## config.mk

```make
export PLATFORM = sky130hd
export DESIGN_NAME = serial_addsub
export DESIGN_NICKNAME = d
export VERILOG_FILES = /design/src/rtl/serial_addsub_pkg.sv /design/src/rtl/serial_addsub_full_adder.sv /design/src/rtl/serial_addsub.sv
export SDC_FILE = /design/constraint.sdc
export NUM_CORES = 1
export LEC_CHECK = 0
export ABC_CLOCK_PERIOD_IN_PS = 1600
export CAP_MARGIN = 20
export CORE_UTILIZATION = 47
export CTS_CLUSTER_SIZE = 8
export DETAILED_ROUTE_END_ITERATION = 6
export GPL_TIMING_DRIVEN = 0
export MAX_ROUTING_LAYER = met4
export PLACE_DENSITY_LB_ADDON = 0.2
export SLEW_MARGIN = 10
export SYNTH_ARGS = -nofsm -noshare
export SYNTH_HDL_FRONTEND = slang
export SYNTH_SLANG_ARGS = --single-unit
```

## constraint.sdc

```tcl
create_clock -name clk -period 1.6 [get_ports clk]
set_input_delay 0.24 -clock clk [delete_from_list [all_inputs] [get_ports clk]]
set_output_delay 0.24 -clock clk [all_outputs]
set_load 0.02 [all_outputs]
```

## src/rtl/serial_addsub_pkg.sv

```systemverilog
`default_nettype none
// +------------------------------------------------------------------+
// | serial_addsub_pkg : shared state encoding and WIDTH limits       |
// | Rev 1.0                                                          |
// +------------------------------------------------------------------+
package serial_addsub_pkg;

    typedef enum logic [1:0] {
        ST_IDLE = 2'd0,
        ST_RUN  = 2'd1,
        ST_DONE = 2'd2
    } state_t;

    localparam int c_width_min = 2;
    localparam int c_width_max = 32;

endpackage
`default_nettype wire

```

## src/rtl/serial_addsub_full_adder.sv

```systemverilog
`default_nettype none
// +------------------------------------------------------------------+
// | full_adder : one-bit full-adder cell used as the serial bit slice |
// | Rev 1.0                                                          |
// +------------------------------------------------------------------+
module full_adder (
    input  logic a,
    input  logic b,
    input  logic cin,
    output logic sum,
    output logic carry
);

    assign sum   = a ^ b ^ cin;
    assign carry = (a & b) | (a & cin) | (b & cin);

endmodule
`default_nettype wire

```

## src/rtl/serial_addsub.sv

```systemverilog
`default_nettype none
// +------------------------------------------------------------------+
// | serial_addsub : bit-serial add/subtract, LSB first, one FA cell   |
// | Rev 1.0                                                          |
// +------------------------------------------------------------------+
module serial_addsub
    import serial_addsub_pkg::*;
#(
    parameter int WIDTH = 8
) (
    input  logic             clk,
    input  logic             rst_n,
    input  logic             start,
    input  logic             sub,
    input  logic [WIDTH-1:0] a,
    input  logic [WIDTH-1:0] b,
    input  logic             cin,
    output logic             busy,
    output logic             done,
    output logic [WIDTH-1:0] sum,
    output logic             carry,
    output logic             overflow
);

    localparam int CNT_W = $clog2(WIDTH);
    localparam logic [CNT_W-1:0] c_last = CNT_W'(WIDTH - 1);

    generate
        if (WIDTH < c_width_min || WIDTH > c_width_max) begin : g_width_check
            $error("serial_addsub: WIDTH out of range");
        end
    endgenerate

    state_t             r_state;
    state_t             w_next;
    logic [WIDTH-1:0]   r_a;
    logic [WIDTH-1:0]   r_b;
    logic [WIDTH-2:0]   r_sum_sh;
    logic               r_sub;
    logic               r_carry;
    logic [CNT_W-1:0]   r_cnt;
    logic               w_b_bit;
    logic               w_s;
    logic               w_co;
    logic               w_last;
    logic [WIDTH-1:0]   w_sum_cat;

    // Subtraction reuses the adder: B is inverted bitwise and the carry seed is cin^sub.
    assign w_b_bit   = r_b[0] ^ r_sub;
    assign w_last    = (r_cnt == c_last);
    assign w_sum_cat = {w_s, r_sum_sh};

    full_adder u_cell (
        .a     (r_a[0]),
        .b     (w_b_bit),
        .cin   (r_carry),
        .sum   (w_s),
        .carry (w_co)
    );

    always_comb begin
        w_next = r_state;
        busy   = 1'b0;
        done   = 1'b0;
        case (r_state)
            ST_IDLE: if (start) w_next = ST_RUN;
            ST_RUN: begin
                busy = 1'b1;
                if (w_last) w_next = ST_DONE;
            end
            ST_DONE: begin
                done   = 1'b1;
                w_next = ST_IDLE;
            end
            default: w_next = ST_IDLE;
        endcase
    end

    always_ff @(posedge clk or negedge rst_n) begin
        if (!rst_n) begin
            r_state  <= ST_IDLE;
            r_a      <= '0;
            r_b      <= '0;
            r_sum_sh <= '0;
            r_sub    <= 1'b0;
            r_carry  <= 1'b0;
            r_cnt    <= '0;
            sum      <= '0;
            carry    <= 1'b0;
            overflow <= 1'b0;
        end else begin
            r_state <= w_next;
            case (r_state)
                ST_IDLE: begin
                    if (start) begin
                        r_a      <= a;
                        r_b      <= b;
                        r_sub    <= sub;
                        r_carry  <= cin ^ sub;
                        r_cnt    <= '0;
                        r_sum_sh <= '0;
                        sum      <= '0;
                    end
                end
                ST_RUN: begin
                    r_sum_sh <= w_sum_cat[WIDTH-1:1];
                    r_carry  <= w_co;
                    r_a      <= r_a >> 1;
                    r_b      <= r_b >> 1;
                    r_cnt    <= r_cnt + CNT_W'(1);
                    // MSB edge: r_carry is the carry into the MSB, w_co the carry out.
                    if (w_last) begin
                        sum      <= w_sum_cat;
                        carry    <= w_co;
                        overflow <= r_carry ^ w_co;
                    end
                end
                default: ;
            endcase
        end
    end

endmodule
`default_nettype wire

```

==> results.md, run 1 <==
* Status: completed
* Sequential fraction of the synthesis area at 0.537
* Die Area at approximately 4200 um2
* Period utilization at 0.955
* Skew final at 0.00370 ns
* Final Hold Viols at 0
* Worst Path Arrival at 1.29 ns
* Vias at approximately 1400
* Tot Pwr at around 4.2 mW
* Mapped Avg Cell Area at between 10 and 15 um2
* # rows at 22
* Mapped Cells at 180
* Fin crit period at roughly 1.5 ns
* Root Driver: clkbuf_8
* Clk sinks at 40
* Vias in the first global route at between 1000 and 1500
* Slowest-stage cell, CP: dfrtp_2
* Internal power at roughly 2.7 mW
* Syn Std Cell Area at between 1500 and 2000 um2
* Comb power frac at 0.434
* Final Max Slew Viols at 0
* Post-route design area at approximately 2400 um2
* GRT Util Overall at 0.227
* Routed WL at 3.89 mm
* Most frequent cells in the layout: dfrtp_1, clkdlybuf4s50_1, nand2_1
* Wirelength per Cell at 14.3 um
* Crit path launch: r_state[1]
* Layout cells sized above 1 at 0.134
* Port Buf Inserts at 32
* Die Span X at 65 um
* Skew-Pair Late Insertion Delay at around 0.3 ns
* Critical Path Sink Type: output port
* Worst Tran Pin Value at roughly 0.37 ns
* TritonCTS Buffers at 5
* Reg clk slew, reported paths at approximately 0.08 ns
* Clock share of power at 0.164
* Reg power frac at 0.402
* Commonest non-fill, non-tap cell in the layout: dfrtp_1
* Switching share of power at 0.369
* Util after Layout at 0.642
* H-Tree Depth at 2
* Area after DPL at about 2300 um2
* Core Box Area at 3740 um2
* Yosys warns at 0
* Num ports at 33
* Worst setup path class: flip-flop to output port
* DRT iter0 DRCs at between 90 and 100
* Slowest stage delay, CP at between 0.4 and 0.5 ns
* Final ANT Viol Nets at 0
* CP Data Required Time at approximately 1.4 ns
* Crit Path Max Fanout at 18
* Nets at 247
* Post-Layout Cell Count at roughly 270
* PD cells at 1760 nW/um2
* Antenna violations before repair at 0
* RR Endpoint: sum[2]
* N_diodes at 0
* Leak at 1.07 nW
* Synth cell types at 27
* Worst slack, placed at -0.379 ns
* Post-Place Cells at roughly 260
* P&R area growth vs syn at 28.8%
* R2r startpoint: r_cnt[1]
* VDD IR-drop max at 0.963 mV
* Pin count of the biggest net entering global routing at 31
* Max-cap violation count at 0
* Startpoint class of the critical path: flip-flop
* First-pass GRT wire length at roughly 6.8 mm
* Post-Syn Nets at slightly above 200
* RSZ-0062 raised after global routing: no
* Clk buf depth at 2
* DRC Markers at 0
* R2R Setup Slk at approximately 0.16 ns
* Vias per cell at just over 5
* Total gr overflow at 0
* Worst Reg-to-Reg Cells at 6
* DRT Pass-1 Iters at 4
* Post-DP HPWL at around 2.8 mm
* Setup WS post-layout at 0.0718 ns
* Initial core utilization at 0.498
* Final Setup Violations at 0
* Psw at 1.56 mW
* Gpl congestion at around 0.85
* Post-synthesis register bit count at 40
* Slew HR at 0.755
* Height of the die at about 65 um
* Worst-path cell chain: nor2b_1, buf_6, buf_4
* Fmax at 654 MHz
* HP Class: input port to asynchronous set/reset pin
* CTS tree: yes
[cells by family after synthesis]
kind of cell,Yosys count,share of synthesized area
DFF,40,0.537
muxes,11,0.0630
xor gates and xnor gates,3,0.0141
adders and majority gates,3,0.0241
and+or+nand+nor,51,0.135
AOI/OAI and AO/OA,53,0.175
buffers and inverters,19,0.0523
[per-stage QoR]
step                      TNS, ns  hold slack, ns
after global routing            0           0.362
after CTS                       0           0.351
final                           0           0.350
after global placement     -27.09           0.457
after detailed placement    -1.94           0.140
after floorplan                 0         -0.0556
[repair_timing]
item	CTS	global route
resized for setup	13	1
buffers inserted	2	2
pin swaps	0	1
endpoints found under the setup margin	2	9
hold endpoints to repair	10	0
hold buffers	1	0
[synthesized netlist by cell type]
library cell,number,area (um2)
a21oi_1,17,85.1
o21bai_1,1,7.51
xnor2_1,1,8.76
nand2b_1,2,12.5
a22oi_1,16,120
clkbuf_1,1,3.75
xor2_1,2,17.5
fa_1,1,20.0
and2b_1,1,7.51
nand2_1,28,105
a21oi_4,1,16.3
nor3b_1,1,7.51
buf_4,3,22.5
buf_2,6,30.0
mux2_4,1,15.0
buf_6,1,11.3
mux2i_1,8,80.1
o21ai_0,14,70.1
dfrtp_1,40,1000
o21ai_1,2,10.0
nor2b_1,17,106
ha_1,2,25.0
inv_1,8,30.0
a22o_1,2,17.5
nor2_1,1,3.75
mux2_2,2,22.5
and2_4,1,8.76
[worst max-delay path by stage]
stage	slack, ns	cells past startpoint	endpoint
6_report	0.07	3	busy
5_1_grt	0.02	6	r_a[6]
4_1_cts	0.003	3	done
3_5_place_dp	-0.38	4	done
3_3_place_gp	-0.64	1	r_a[7]
2_1_floorplan	0.19	3	done
[state kept, by name (all words and copies together) (netlist names)]
signal    count
overflow      1
r_cnt         3
r_state       2
r_a           8
r_sub         1
r_sum_sh      7
r_b           8
sum           8
carry         1
r_carry       1
[critical path: cells and delay by family, from the launching register on]
family / cells / cell delay [ns]
flip-flops: 1 / 0.46
buffers and inverters: 2 / 0.37
AND/OR/NAND/NOR: 1 / 0.15
[power groups by stage]
| stage | sequential (mW) | combinational, mW | clock [mW] |
|---|---|---|---|
| final | 1.70 | 1.84 | 0.693 |
| after global routing | 1.76 | 2.05 | 0.759 |
| after CTS | 1.70 | 1.80 | 0.725 |
| after detailed placement | 1.72 | 1.77 | 0 |
| after global placement | 1.69 | 1.69 | 0 |
| after floorplan | 1.78 | 1.06 | 0 |
[final cells by class]
type                            instances  area, um2
Buffer                                  9       70.1
Clock buffer                            6       82.6
Clock inverter                          2       10.0
Fill cell                             314       1340
Inverter                                8       30.0
Multi-Input combinational cell        121        767
Sequential cell                        40       1000
Tap cell                               48       60.1
Timing Repair Buffer                   38        380
[layer usage]
layer  GRT usage  wire, um
met4       0.133        65
met5           -         0
met3      0.0423       134
met2       0.350      1860
met1       0.278      1830
No activity file was read; power rests on OpenSTA's default activity.
==> run 2: changes to the inputs <==
Settings changed: ABC_CLOCK_PERIOD_IN_PS 1600 to 1320.
Clock period 1.6 ns to 1.32 ns, I/O delays scaled along.
==> results.md, run 2 (synthesis results as in run 1) <==
* P&R area growth vs syn at 45.7%
* Worst Path Arrival at 1.26 ns (-0.03 ns)
* GRT Util Overall at 0.245 (+0.0174)
* Fmax at between 600 and 700 MHz
* RR Endpoint: carry
* Slowest-stage cell, CP: dfrtp_2
* TritonCTS Buffers at 5 (unchanged)
* Bufs and invs on worst path at 3 (+1)
* Clk buf depth at 2 (unchanged)
* Core Box Area at 3740 um2 (unchanged)
* Initial core utilization at 0.498 (unchanged)
* First-pass GRT wire length at 7.38 mm (+8.6%)
* Slowest stage delay, CP at 0.45 ns (about the same)
* Hold path cells at 3
* # rows at 22 (unchanged)
* Setup WS post-layout at -0.140 ns (-0.212 ns)
* H-Tree Depth at 2 (unchanged)
* Skew final at 0.00421 ns (+0.000510 ns)
* Status: finished, violations left
* Failing checks: negative setup slack
* Num ports at 33 (unchanged)
* Hold Path Sink: r_state[0]
* Root Driver: clkbuf_8
* Final ANT Viol Nets at 0 (unchanged)
* Fillers at 263 (-16%)
* Worst-path cell chain: buf_6, buf_8, nor2b_4, buf_6
* Worst hold path startpoint: start
* Crit Path Max Fanout at 8 (-10)
* Final Hold Viols at 0 (unchanged)
* Vias at 1590 (+13%)
* Post-Layout Cell Count at 292 (+7.4%)
* Fin crit period at 1.46 ns
* Layout cells sized above 1 at 0.275 (+0.141)
* RSZ-0062 raised after global routing: yes
* Final Max Slew Viols at 0 (unchanged)
* Reg clk slew, reported paths at 0.07 ns (about the same)
* Final Setup Violations at 22 (+22)
* Post-route design area at 2720 um2 (+13%)
* Port Buf Inserts at 32 (unchanged)
* HP Class: input port to flip-flop
* Startpoint class of the critical path: flip-flop
* CP top delay family: flip-flops
* Worst Tran Pin Value at 0.417 ns (+0.0499 ns)
* Leak at 1.26 nW (+18%)
* Worst setup path class: flip-flop to output port
* Skew-Pair Late Insertion Delay at 0.30 ns (about the same)
* Routed WL at 4.72 mm (+21%)
* Gpl congestion at 0.848 (-0.71%)
* Period utilization at 1.11
* Wirelength per Cell at 16.2 um (+13%)
* Top Registers: r_a: 8 flops, r_b: 8 flops, sum: 8 flops
* Clk sinks at 40 (unchanged)
* DRT iter0 DRCs at 134 (+40%)
* CTS tree: yes
* Nets at 268 (+8.5%)
* R2R Setup Slk at -0.13 ns (-0.29 ns)
* Most frequent cells in the layout: dfrtp_1, nand2_1, buf_4
* Height of the die at 65 um (unchanged)
* Post-DP HPWL at 2.81 mm (+2.1%)
* Pin count of the biggest net entering global routing at 31 (unchanged)
* Total gr overflow at 0 (unchanged)
* Slew HR at 0.722 (-0.0332)
* CP Data Required Time at 1.12 ns (-0.24 ns)
* R2r startpoint: r_state[1]
* Vias per cell at 5.45 (+5.2%)
* PD cells at 2140 nW/um2 (+22%)
* Worst Reg-to-Reg Cells at 5 (-1)
* DRT Pass-1 Iters at 4 (unchanged)
* Max-cap violation count at 0 (unchanged)
* Area after DPL at 2260 um2 (+0.11%)
* Die Span X at 65 um (unchanged)
* VDD IR-drop max at 1.15 mV (+19%)
* Die Area at 4230 um2 (unchanged)
* N_diodes at 0 (unchanged)
* DRC Markers at 0 (unchanged)
* Antenna violations before repair at 0 (unchanged)
* Most used cell, CP: buf_6
* Post-Place Cells at 261 (unchanged)
* Critical Path Sink Type: output port
* Commonest non-fill, non-tap cell in the layout: dfrtp_1
* Vias in the first global route at 1566 (+6.9%)
run 2: cell count changes in the layout (fill, tap and decap cells not counted), sizes merged:
cell and change:
buf +20, clkbuf +1, clkdlybuf4s50 -11, clkinv -1, dlygate4sd2 +10, dlymetal6s2s +1
run 2: worst max-delay path by stage:
stage	startpoint	end	slack, ns	cells after the start
CTS	r_state[1]	done	-0.12	4
floorplan	r_sub	carry	0.001	3
detailed placement	r_state[1]	done	-0.61	4
global placement	rst_n	r_a[7]	-0.88	1
finish	r_state[1]	done	-0.14	4
global route	r_state[1]	r_b[5]	-0.16	5
run 2: timing repair:
item | in CTS | in global routing
buffers inserted | 9 | 12
endpoints found under the hold margin | 10 | 0
gates resized for setup | 51 | 25
hold buffers | 1 | 0
endpoints found under the setup margin | 36 | 35
cloned | 0 | 2
pin swaps | 3 | 5
run 2: layout make-up:
type                            count  area [um2]  area share
Sequential cell                    40        1000       0.369
Multi-Input combinational cell    121         871       0.320
Timing Repair Buffer               57         546       0.201
Buffer                             11         133      0.0488
Clock buffer                        6        72.6      0.0267
Tap cell                           48        60.1      0.0221
Inverter                            8        30.0      0.0110
Clock inverter                      1        5.00     0.00184
run 2: per-layer routing:
metal | vias to the layer above | GRT usage | wire [um]
li1 | 743 | - | -
met4 | 0 | 0.128 | 124
met5 | - | - | 0
met1 | 787 | 0.294 | 2000
met2 | 48 | 0.393 | 2410
met3 | 12 | 0.0423 | 186
run 2: per-stage QoR:
stage          hold slack (ns)  utilization  setup TNS [ns]  power (mW)  setup slack, ns
5_1_grt                  0.308        0.726           -2.24        6.20           -0.160
3_5_place_dp            0.0953        0.605          -10.01        4.22           -0.613
2_1_floorplan          -0.0976            -               0        3.46          0.00113
3_3_place_gp             0.457        0.601          -43.60        4.11           -0.877
6_report                 0.292        0.726           -1.31        5.82           -0.140
4_1_cts                  0.310        0.673          -0.566        5.29           -0.117
run 2: worst reg2reg max path, cell delays in order, from the launching register on:
cell     delay [ns]
dfrtp_2        0.45
nor2b_2        0.15
buf_6          0.12
buf_6          0.15
and2_4         0.17
mux2_4         0.29
run 2: power by group:
group	leakage, nW	switching (mW)	internal [mW]	total, mW
Sequential	0.514	0.358	1.73	2.09
Clock	0.0410	0.410	0.359	0.769
Combinational	0.701	1.40	1.57	2.97
Total	1.26	2.17	3.66	5.82
==> run 3: changes to the inputs <==
--- a/config.mk
+++ b/config.mk
@@ -6,7 +6,8 @@
 export NUM_CORES = 1
 export LEC_CHECK = 0
+export ABC_AREA = 1
 export ABC_CLOCK_PERIOD_IN_PS = 1320
 export CAP_MARGIN = 20
-export CORE_UTILIZATION = 47
+export CORE_UTILIZATION = 46
 export CTS_CLUSTER_SIZE = 8
 export DETAILED_ROUTE_END_ITERATION = 6
==> constraint.sdc (replaced) <==
create_clock -name clk -period 1.32 [get_ports clk]
set_input_delay 0.198 -clock clk [delete_from_list [all_inputs] [get_ports clk]]
set_output_delay 0.198 -clock clk [all_outputs]
set_load 0.01 [all_outputs]
==> results.md, run 3 <==
* Commonest non-fill, non-tap cell in the layout: nand3_1
* Final ANT Viol Nets at 0 (unchanged)
* Post-synth top area cell: dfrtp_1
* Period utilization at 1.04 (-0.0710)
* Syn Std Cell Area at 1780 um2 (-4.7%)
* First-pass GRT wire length at 6.61 mm (-10%)
* Final Setup Violations at 5 (-77%)
* DRT iter0 DRCs at 65 (-51%)
* Synth cell types at 17 (-37%)
* VDD IR-drop max at 0.889 mV (-23%)
* P&R area growth vs syn at 33.7%
* Antenna violations before repair at 0 (unchanged)
* Final Max Slew Viols at 0 (unchanged)
* Clk buf depth at 2 (unchanged)
* Num ports at 33 (unchanged)
* Total gr overflow at 0 (unchanged)
* Reg clk slew, reported paths at 0.08 ns (about the same)
* Worst Path Arrival at 1.55 ns (+0.29 ns)
* Area after DPL at 2170 um2 (-4.3%)
* EDFF count, synth at 0 (unchanged)
* DRT Pass-1 Iters at 4 (unchanged)
* Clk sinks at 40 (unchanged)
* Worst slack, placed at -0.352 ns (+0.261 ns)
* Most used DFF post-synth: dfrtp_1
* Top-area cell type share of the netlist area at 0.563 (+0.0264)
* Skew final at 0.00420 ns (-0.0000169 ns)
* Synth top area cells: dfrtp_1, nand3_1, nand2_1
* Critical Path Sink Type: flip-flop
* Post-route design area at 2380 um2 (-13%)
* RSZ-0062 raised after global routing: yes
* Leak at 1.23 nW (-2.0%)
* HP Class: input port to flip-flop
* Skew-Pair Late Insertion Delay at 0.29 ns (about the same)
* List of most frequent post-synthesis cells: nand3_1, nand2_1, dfrtp_1
* TritonCTS Buffers at 5 (unchanged)
* CTS tree: yes
* Sequential fraction of the synthesis area at 0.563 (+0.0264)
* PD cells at 2130 nW/um2 (-0.74%)
* Mux share of post-synthesis cell area at 0 (-0.0630)
* Vias in the first global route at 1438 (-8.2%)
* Post-synthesis register bit count at 40 (unchanged)
* Layout cells sized above 1 at 0.168 (-0.107)
* Pin count of the biggest net entering global routing at 30 (-3.2%)
* Wirelength per Cell at 12.9 um (-20%)
* Startpoint class of the critical path: flip-flop
* Fin crit period at 1.37 ns (-0.0938 ns)
* Post-synthesis simple-gate area fraction at 0.339 (+0.204)
* Most frequent cells in the layout: nand3_1, nand2_1, dfrtp_1
* Synth Area in Adders at 0.0253 (+0.00119)
* # rows at 22 (unchanged)
* Synth Area in XOR/XNOR at 0.00985 (-0.00423)
* Mapped Cells at 202 (+12%)
* DRC Markers at 0 (unchanged)
* Post-DP HPWL at 2.56 mm (-8.8%)
* Worst setup path class: flip-flop to flip-flop
* Nets at 273 (+1.9%)
* Top Registers: r_a: 8 flops, r_b: 8 flops, sum: 8 flops
* Fillers at 326 (+24%)
* Max-cap violation count at 0 (unchanged)
* Routed WL at 3.84 mm (-19%)
* Yosys warns at 0 (unchanged)
* Hold path cells at 3 (unchanged)
* Worst Tran Pin Value at 0.415 ns (-0.00165 ns)
* Vias at 1520 (-4.4%)
* Height of the die at 64.2 um (-1.3%)
* Status: finished, violations left
* Ys async rst share at 1.00 (unchanged)
* Largest family of logic cells by synthesized area: simple AND/OR/NAND/NOR gates
* Post-Syn Nets at 226 (+11%)
* N_diodes at 0 (unchanged)
* Fmax at 732 MHz (+6.9%)
* Port Buf Inserts at 31 (-3.1%)
* Die Span X at 64.2 um (-1.3%)
* Mapped Avg Cell Area at 8.80 um2 (-15%)
* Slew HR at 0.723 (+0.00110)
* GRT Util Overall at 0.217 (-0.0278)
* Top-count cell post-synth: nand3_1
* Multi-input gate area at 716 um2 (-18%)
* Gpl congestion at 0.745 (-12%)
* Final Hold Viols at 0 (unchanged)
* Failing checks: negative setup slack
* Core Box Area at 3690 um2 (-1.5%)
* H-Tree Depth at 2 (unchanged)
* Setup WS post-layout at -0.0464 ns (+0.0938 ns)
* Crit Path Max Fanout at 3 (-5)
* Vias per cell at 5.10 (-6.3%)
* Initial core utilization at 0.482 (-0.0163)
* Die Area at 4120 um2 (-2.5%)
* Worst Reg-to-Reg Cells at 5 (unchanged)
* Root Driver: clkbuf_8
* CP Data Required Time at 1.51 ns (+0.39 ns)
* Post-synthesis compound-gate area fraction at 0.00844 (-0.167)
* FF/Latch Area at 1000 um2 (unchanged)
-- run 3: changes by cell type in the layout (fill, tap and decap cells not counted), sizes merged, moves of 2 or more --
| cell | change |
|---|---|
| a22oi | -16 |
| nand2 | +31 |
| buf | -13 |
| mux2 | -3 |
| nand2b | -2 |
| mux2i | -8 |
| a21oi | -18 |
| inv | -3 |
| a22o | -2 |
| nor2b | -17 |
| o21ai | -13 |
| nor2 | +2 |
| nand3 | +73 |
-- run 3: worst paths after layout --
kind | startpoint | to | slack, ns
min | start | r_a[1] | 0.26
min reg2reg | carry | carry | 0.48
max | r_sub | overflow | -0.05
max in group asynchronous | rst_n | r_state[0] | 0.56
min in group asynchronous | rst_n | sum[5] | 0.31
max reg2reg | r_sub | overflow | -0.05
-- run 3: layer usage --
| layer | share of wire | track usage |
|---|---|---|
| met1 | 0.46 | 0.282 |
| met2 | 0.49 | 0.336 |
| met3 | 0.045 | 0.0643 |
| met4 | 0.0052 | 0.0500 |
| met5 | 0 | - |
-- run 3: kinds of logic after synthesis --
family          after synthesis
compound gates                3
xor+xnor                      2
fa+ha+maj                     3
buf+inv                      19
flops                        40
simple gates                135
-- run 3: what timing repair did --
item,in CTS,in global routing
buffers inserted,5,3
endpoints found under the setup margin,22,28
pin swaps,6,6
gates resized for setup,26,8
hold buffers,1,0
hold endpoints to repair,11,0
-- run 3: through the flow --
stage	setup TNS [ns]	total power, mW	hold slack (ns)	util	instances
floorplan	0	3.17	-0.0976	-	202
detailed placement	-1.42	3.87	0.0937	0.587	282
global placement	-38.29	3.80	0.463	0.583	281
global route	-0.944	5.46	0.265	0.645	298
CTS	-0.0671	4.91	0.251	0.630	295
finish	-0.135	5.06	0.262	0.645	298
-- run 3: worst max-delay path, stage by stage (launching register included) --
cell     delay, ns
dfrtp_1       0.42
xor2_2        0.19
fa_2          0.38
xor2_1        0.16
nand2_1       0.07
nand2_1       0.05
-- run 3: cell type report --
class                      count  area share
inverter                       5     0.00789
buffer                        13      0.0379
tap                           48      0.0253
timing repair buffer          41       0.159
clock buffer                   5      0.0289
multi-input combinational    143       0.301
clock inverter                 3      0.0179
sequential                    40       0.422
-- run 3: power breakdown --
| group | internal [mW] | switching [mW] |
|---|---|---|
| clock | 0.559 | 0.424 |
| combinational | 0.944 | 1.09 |
| sequential | 1.71 | 0.327 |
| total | 3.21 | 1.85 |
